**config.mk**
```make
export PLATFORM = sky130hd
export DESIGN_NAME = exec_complete_arbiter
export DESIGN_NICKNAME = d
export VERILOG_FILES = /design/src/rtl/exec_complete_arbiter.sv
export SDC_FILE = /design/constraint.sdc
export NUM_CORES = 1
export LEC_CHECK = 0
export ABC_AREA = 1
export ABC_CLOCK_PERIOD_IN_PS = 3900
export BUFFER_PORTS_ARGS = -buffer_cell sky130_fd_sc_hd__buf_4
export CAP_MARGIN = 10
export CORE_MARGIN = 5
export CORE_UTILIZATION = 53
export CTS_BUF_LIST = sky130_fd_sc_hd__clkbuf_2
export CTS_CLUSTER_DIAMETER = 40
export DETAILED_ROUTE_END_ITERATION = 8
export GPL_ROUTABILITY_DRIVEN = 0
export GPL_TIMING_DRIVEN = 0
export MAX_ROUTING_LAYER = met4
export PLACE_DENSITY = 0.79
export SLEW_MARGIN = 20
export SYNTH_ARGS = -nofsm -noshare
export SYNTH_HDL_FRONTEND = slang
export SYNTH_SLANG_ARGS = --single-unit
```
**constraint.sdc**
```tcl
create_clock -name clk -period 3.9 [get_ports clk]
set_clock_uncertainty 0.2 [all_clocks]
set_input_delay 0.78 -clock clk [delete_from_list [all_inputs] [get_ports clk]]
set_output_delay 0.78 -clock clk [all_outputs]
set_load 0.02 [all_outputs]
```
**src/rtl/exec_complete_arbiter.sv**
```systemverilog
// Collects finish events from the int, load/store and branch units into per-unit FIFOs and
// serialises them round-robin onto one registered completion bus for writeback and PC update.
module exec_complete_arbiter #(
  parameter int DEPTH = 2,
  parameter int XLEN  = 32
) (
  input  logic              clk,
  input  logic              reset,
  input  logic              kill,
  input  logic              stall,
  input  logic [2:0]        unit_valid,
  output logic [2:0]        unit_ready,
  input  logic [2:0]        unit_wen,
  input  logic [14:0]       unit_rd,
  input  logic [3*XLEN-1:0] unit_data,
  input  logic [3*XLEN-1:0] unit_nextpc,
  output logic              cmp_valid,
  output logic [1:0]        cmp_unit,
  output logic              cmp_wen,
  output logic [4:0]        cmp_rd,
  output logic [XLEN-1:0]   cmp_data,
  output logic [XLEN-1:0]   cmp_nextpc
);

  localparam int PW = (DEPTH > 1) ? $clog2(DEPTH) : 1;
  localparam int CW = PW + 1;
  localparam int EW = 6 + 2 * XLEN;

  typedef logic [EW-1:0] entry_t;

  entry_t        mem      [3][DEPTH];
  entry_t        entry_in [3];
  logic [PW-1:0] wptr     [3];
  logic [PW-1:0] rptr     [3];
  logic [CW-1:0] cnt      [3];

  logic [2:0] push;
  logic [2:0] pop;
  logic [2:0] nonempty;
  logic [1:0] last_grant;
  logic [1:0] grant_idx;
  logic       grant_any;
  logic       advance;
  logic [1:0] order [3];
  entry_t     head;

  // Handshake: unit i transfers an entry on a rising edge where unit_valid[i] and
  // unit_ready[i] are both high; unit_ready depends only on the registered count.
  genvar gi;
  generate
    for (gi = 0; gi < 3; gi++) begin : g_unit
      assign entry_in[gi]   = {unit_wen[gi], unit_rd[5*gi +: 5],
                               unit_data[XLEN*gi +: XLEN], unit_nextpc[XLEN*gi +: XLEN]};
      assign unit_ready[gi] = (cnt[gi] < CW'(DEPTH));
      assign nonempty[gi]   = (cnt[gi] != '0);
      assign push[gi]       = !kill && unit_valid[gi] && unit_ready[gi];
      assign pop[gi]        = !kill && advance && grant_any && (grant_idx == 2'(gi));

      assert property (@(posedge clk) disable iff (!reset) cnt[gi] <= CW'(DEPTH));
      assert property (@(posedge clk) disable iff (!reset) pop[gi] |-> nonempty[gi]);
    end
  endgenerate

  assign advance = !stall || !cmp_valid;

  // Scan order starts just after the last granted unit.
  always_comb begin
    order[0] = 2'd0;
    order[1] = 2'd1;
    order[2] = 2'd2;
    case (last_grant)
      2'd0: begin order[0] = 2'd1; order[1] = 2'd2; order[2] = 2'd0; end
      2'd1: begin order[0] = 2'd2; order[1] = 2'd0; order[2] = 2'd1; end
      default: ;
    endcase
  end

  always_comb begin
    grant_any = 1'b0;
    grant_idx = 2'd0;
    for (int k = 2; k >= 0; k--) begin
      if (nonempty[order[k]]) begin
        grant_any = 1'b1;
        grant_idx = order[k];
      end
    end
  end

  always_comb begin
    head = mem[0][rptr[0]];
    case (grant_idx)
      2'd1:    head = mem[1][rptr[1]];
      2'd2:    head = mem[2][rptr[2]];
      default: ;
    endcase
  end

  always_ff @(posedge clk) begin
    for (int i = 0; i < 3; i++) begin
      if (push[i]) mem[i][wptr[i]] <= entry_in[i];
    end
  end

  always_ff @(posedge clk or negedge reset) begin
    if (!reset) begin
      for (int i = 0; i < 3; i++) begin
        wptr[i] <= '0;
        rptr[i] <= '0;
        cnt[i]  <= '0;
      end
    end else if (kill) begin
      for (int i = 0; i < 3; i++) begin
        wptr[i] <= '0;
        rptr[i] <= '0;
        cnt[i]  <= '0;
      end
    end else begin
      for (int i = 0; i < 3; i++) begin
        if (push[i]) wptr[i] <= wptr[i] + PW'(1);
        if (pop[i])  rptr[i] <= rptr[i] + PW'(1);
        case ({push[i], pop[i]})
          2'b10:   cnt[i] <= cnt[i] + CW'(1);
          2'b01:   cnt[i] <= cnt[i] - CW'(1);
          default: ;
        endcase
      end
    end
  end

  // Output stage; kill drops cmp_valid but leaves the data fields and last_grant alone.
  always_ff @(posedge clk or negedge reset) begin
    if (!reset) begin
      cmp_valid  <= 1'b0;
      cmp_unit   <= 2'd0;
      cmp_wen    <= 1'b0;
      cmp_rd     <= 5'd0;
      cmp_data   <= '0;
      cmp_nextpc <= '0;
      last_grant <= 2'd2;
    end else if (kill) begin
      cmp_valid <= 1'b0;
    end else if (advance) begin
      if (grant_any) begin
        cmp_valid  <= 1'b1;
        cmp_unit   <= grant_idx;
        cmp_rd     <= head[EW-2 -: 5];
        cmp_wen    <= head[EW-1] && (head[EW-2 -: 5] != 5'd0);
        cmp_data   <= head[2*XLEN-1 -: XLEN];
        cmp_nextpc <= head[XLEN-1:0];
        last_grant <= grant_idx;
      end else begin
        cmp_valid <= 1'b0;
      end
    end
  end

endmodule

```
==> load_flow_metrics.sql <==
INSERT INTO impl_metrics (metric_group, metric, value, unit) VALUES
('cells_and_area', 'stdcell_count', '2750', ''),
('die', 'initial_core_util', '53.49', '%'),
('sta', 'maxSlewHeadroom', '37.32', '%'),
('worst_setup_path', 'worstPathMaxFanout', '10', ''),
('die', 'core_area', '36520', 'µm²'),
('grt', 'antenna_found_initial', '13', ''),
('clock_tree', 'tritoncts.num_buffers', '120', ''),
('clock_tree', 'numClockSinks', '506', ''),
('sta', 'fmaxAchievable', '276.9', 'MHz'),
('die', 'chipWidth', '202.0', 'µm'),
('run_status', 'outcome', 'finished, final reports clean', ''),
('logic_synthesis', 'postSynth.topFlopCell', 'sky130_fd_sc_hd__edfxtp_1', ''),
('placed_design', 'placed_cell_area', '22810', 'µm²'),
('worst_setup_path', 'critical_path.startpoint_type', 'register', ''),
('logic_synthesis', 'synth_area_leaders', 'sky130_fd_sc_hd__edfxtp_1 (65%), sky130_fd_sc_hd__dfrtp_1 (11%), sky130_fd_sc_hd__nand2_1 (6.2%)', ''),
('logic_synthesis', 'adder_and_majority_cell_fraction_of_the_synthesized_area', '0.1921', '%'),
('route', 'initialDrtViolationCount', '1412', ''),
('flow_run', 'maxCapViolations', '0', ''),
('grt', 'number_of_global_route_vias_before_repair', '16340', ''),
('grt', 'grt_max_degree', '87', ''),
('sta', 'timing.final.setup_violations', '0', ''),
('logic_synthesis', 'synth_compound_gate_area_share', '9.248', '%'),
('clock_tree', 'max-clock-path-buffers', '3', ''),
('grt', 'global_route.peak_usage_layer', 'met2', ''),
('power_and_ir_drop', 'vdd_drop_max', '0.0004706', 'V'),
('cells_and_area', 'post_route_cells_drive_above_1_share', '25.77', '%'),
('logic_synthesis', 'synth-async-reset-ratio', '17.00', '%'),
('route', 'via_count', '15470', ''),
('grt', 'overall_fraction_of_global_route_tracks_in_use', '30.37', '%'),
('grt', 'groute.layer.met2.usage', '49.40', '%'),
('logic_synthesis', 'syn_area', '19540', 'µm²'),
('placed_design', 'dp_hpwl', '37760', 'µm'),
('die', 'io-pin-count', '293', ''),
('route', 'drtPass1Iterations', '6', ''),
('logic_synthesis', 'synth.net_count', '1731', ''),
('sta', 'finalCriticalPeriod', '3611', 'ps'),
('die', 'std_cell_rows', '70', ''),
('logic_synthesis', 'yosys.area_share.xor_xnor', '0.08966', '%'),
('clock_tree', 'cts.repair_timing.setup_buffer_count', '0', ''),
('logic_synthesis', 'netlist_instances', '1511', ''),
('worst_hold_path', 'worstHoldPathType', 'in2reg', ''),
('logic_synthesis', 'synth.top_cell.area_share', '64.56', '%'),
('power_and_ir_drop', 'design_power_total', '18.85', 'mW'),
('grt', 'globalRouteOverflowTotal', '0', ''),
('die', 'height_of_the_chip', '202.0', 'µm'),
('placed_design', 'port_buffers', '292', ''),
('sta', 'hold_slack', '141.4', 'ps'),
('die', 'design.die.area', '40800', 'µm²'),
('logic_synthesis', 'synth.area.mux_share', '0', '%'),
('grt', 'gr_util_met3', '6.915', '%'),
('sta', 'final.setup.worst_slack', '288.7', 'ps'),
('route', 'post-route-drc-count', '0', ''),
('logic_synthesis', 'seq_area_frac_synth', '75.58', '%'),
('sta', 'final_hold_viol_count', '0', ''),
('power_and_ir_drop', 'power_leakage', '10.54', 'nW'),
('logic_synthesis', 'synth_largest_area_cell', 'sky130_fd_sc_hd__edfxtp_1', ''),
('route', 'routedWlPerCell', '22.22', 'µm'),
('clock_tree', 'clock_latency', '1060', 'ps'),
('cells_and_area', 'post-route-cell-area', '26150', 'µm²'),
('route', 'post_drt_via_cell_ratio', '5.625', ''),
('logic_synthesis', 'ys_ff_latch', '506', ''),
('worst_setup_path', 'crit_type', 'reg2reg', ''),
('route', 'ant_nets', '0', ''),
('logic_synthesis', 'simple_logic_cell_fraction_of_the_synthesized_area', '11.66', '%'),
('sta', 'rsz0062_at_grt', 'no', ''),
('clock_tree', 'cts_tree', 'yes', ''),
('grt', 'grt_pass1_wl', '92140', 'µm'),
('clock_tree', 'clk_transition_reported_paths', '110', 'ps'),
('sta', 'final-max-slew-violation-count', '0', ''),
('logic_synthesis', 'syn_area_per_cell', '12.93', 'µm²'),
('sta', 'worstMarginPinSlew', '940.1', 'ps');
-- metal layers --
metal | vias up | share of wire [%]
met1 | 7443 | 37
li1 | 6837 | -
met5 | - | 0
met3 | 187 | 9.6
met2 | 1003 | 50
met4 | 0 | 3.6
-- cells by family after synthesis --
kind of cell,after synthesis
xor+xnor,2
fa+ha+maj,3
buf+inv,123
flops,506
compound gates,305
simple gates,572
-- report_power, final --
part,internal [mW],total (mW),leakage (nW),switching [mW]
sequential,6.72,7.13,4.93,0.413
clock,1.39,3.54,0.904,2.15
combinational,2.77,8.18,4.71,5.41
-- placed cells by master, fill, tap and decap left out, types with 16 or more instances in the layout --
cell type,count
sky130_fd_sc_hd__nor2_1,158
sky130_fd_sc_hd__edfxtp_1,420
sky130_fd_sc_hd__dlygate4sd3_1,216
sky130_fd_sc_hd__o22ai_1,68
sky130_fd_sc_hd__buf_2,17
sky130_fd_sc_hd__nand2_1,322
sky130_fd_sc_hd__diode_2,16
sky130_fd_sc_hd__clkinv_1,16
sky130_fd_sc_hd__nand3_1,74
sky130_fd_sc_hd__inv_1,24
sky130_fd_sc_hd__o211ai_1,67
sky130_fd_sc_hd__dfrtp_1,85
sky130_fd_sc_hd__clkbuf_1,46
sky130_fd_sc_hd__clkbuf_2,211
sky130_fd_sc_hd__buf_4,299
sky130_fd_sc_hd__o21ai_0,156
-- metrics by stage --
stage                     TNS [ps]  utilization (%)
after floorplan            -241940                -
after global placement    -1114580            61.11
after detailed placement         0            62.46
after CTS                        0            71.49
after global routing             0            71.60
final                            0            71.61
-- state kept, by name, summed over array words and instances (netlist names) --
register,count
cmp_valid,1
rptr,3
cmp_wen,1
mem,420
cmp_rd,5
cmp_unit,2
wptr,3
cnt,6
cmp_data,32
cmp_nextpc,32
last_grant,1
-- repair_timing --
action	4_1_cts	5_1_grt
endpoints found under the setup margin	0	37
hold endpoints to repair	514	0
gates resized for setup	0	5
hold buffers	216	0
-- path summary, 6_finish.rpt --
kind	cells after the start	to	startpoint	slack [ps]
min	3	wptr[2]	unit_valid[0]	140
max reg2reg	15	cmp_data[14]	cnt[2]	290
max in group asynchronous	2	cmp_data[2]	reset	2620
max	15	cmp_data[14]	cnt[2]	290
min reg2reg	2	cmp_nextpc[4]	cmp_nextpc[4]	300
min in group asynchronous	2	cnt[0]	reset	180
-- layout make-up --
type	instances	area, µm²
tap	468	585.6
fill	2363	10370
sequential	506	14770
multi-input combinational	882	4184
antenna	16	40.04
buffer	94	525.5
inverter	29	108.9
timing repair buffer	526	4808
clock buffer	209	1046
clock inverter	20	90.09
-- critical path, stage by stage (launching register included) --
cell	delay, ps
sky130_fd_sc_hd__dfrtp_1	440
sky130_fd_sc_hd__inv_1	120
sky130_fd_sc_hd__nand2_1	80
sky130_fd_sc_hd__nand2_1	120
sky130_fd_sc_hd__nand3_2	100
sky130_fd_sc_hd__o31ai_1	200
sky130_fd_sc_hd__nand2_1	70
sky130_fd_sc_hd__nand2_1	140
sky130_fd_sc_hd__ha_1	170
sky130_fd_sc_hd__clkbuf_1	370
sky130_fd_sc_hd__buf_2	390
sky130_fd_sc_hd__clkbuf_1	480
sky130_fd_sc_hd__o21ai_0	270
sky130_fd_sc_hd__o22ai_1	220
sky130_fd_sc_hd__o211ai_1	110
sky130_fd_sc_hd__nand2_1	60
No activity file was read; power rests on OpenSTA's default activity.
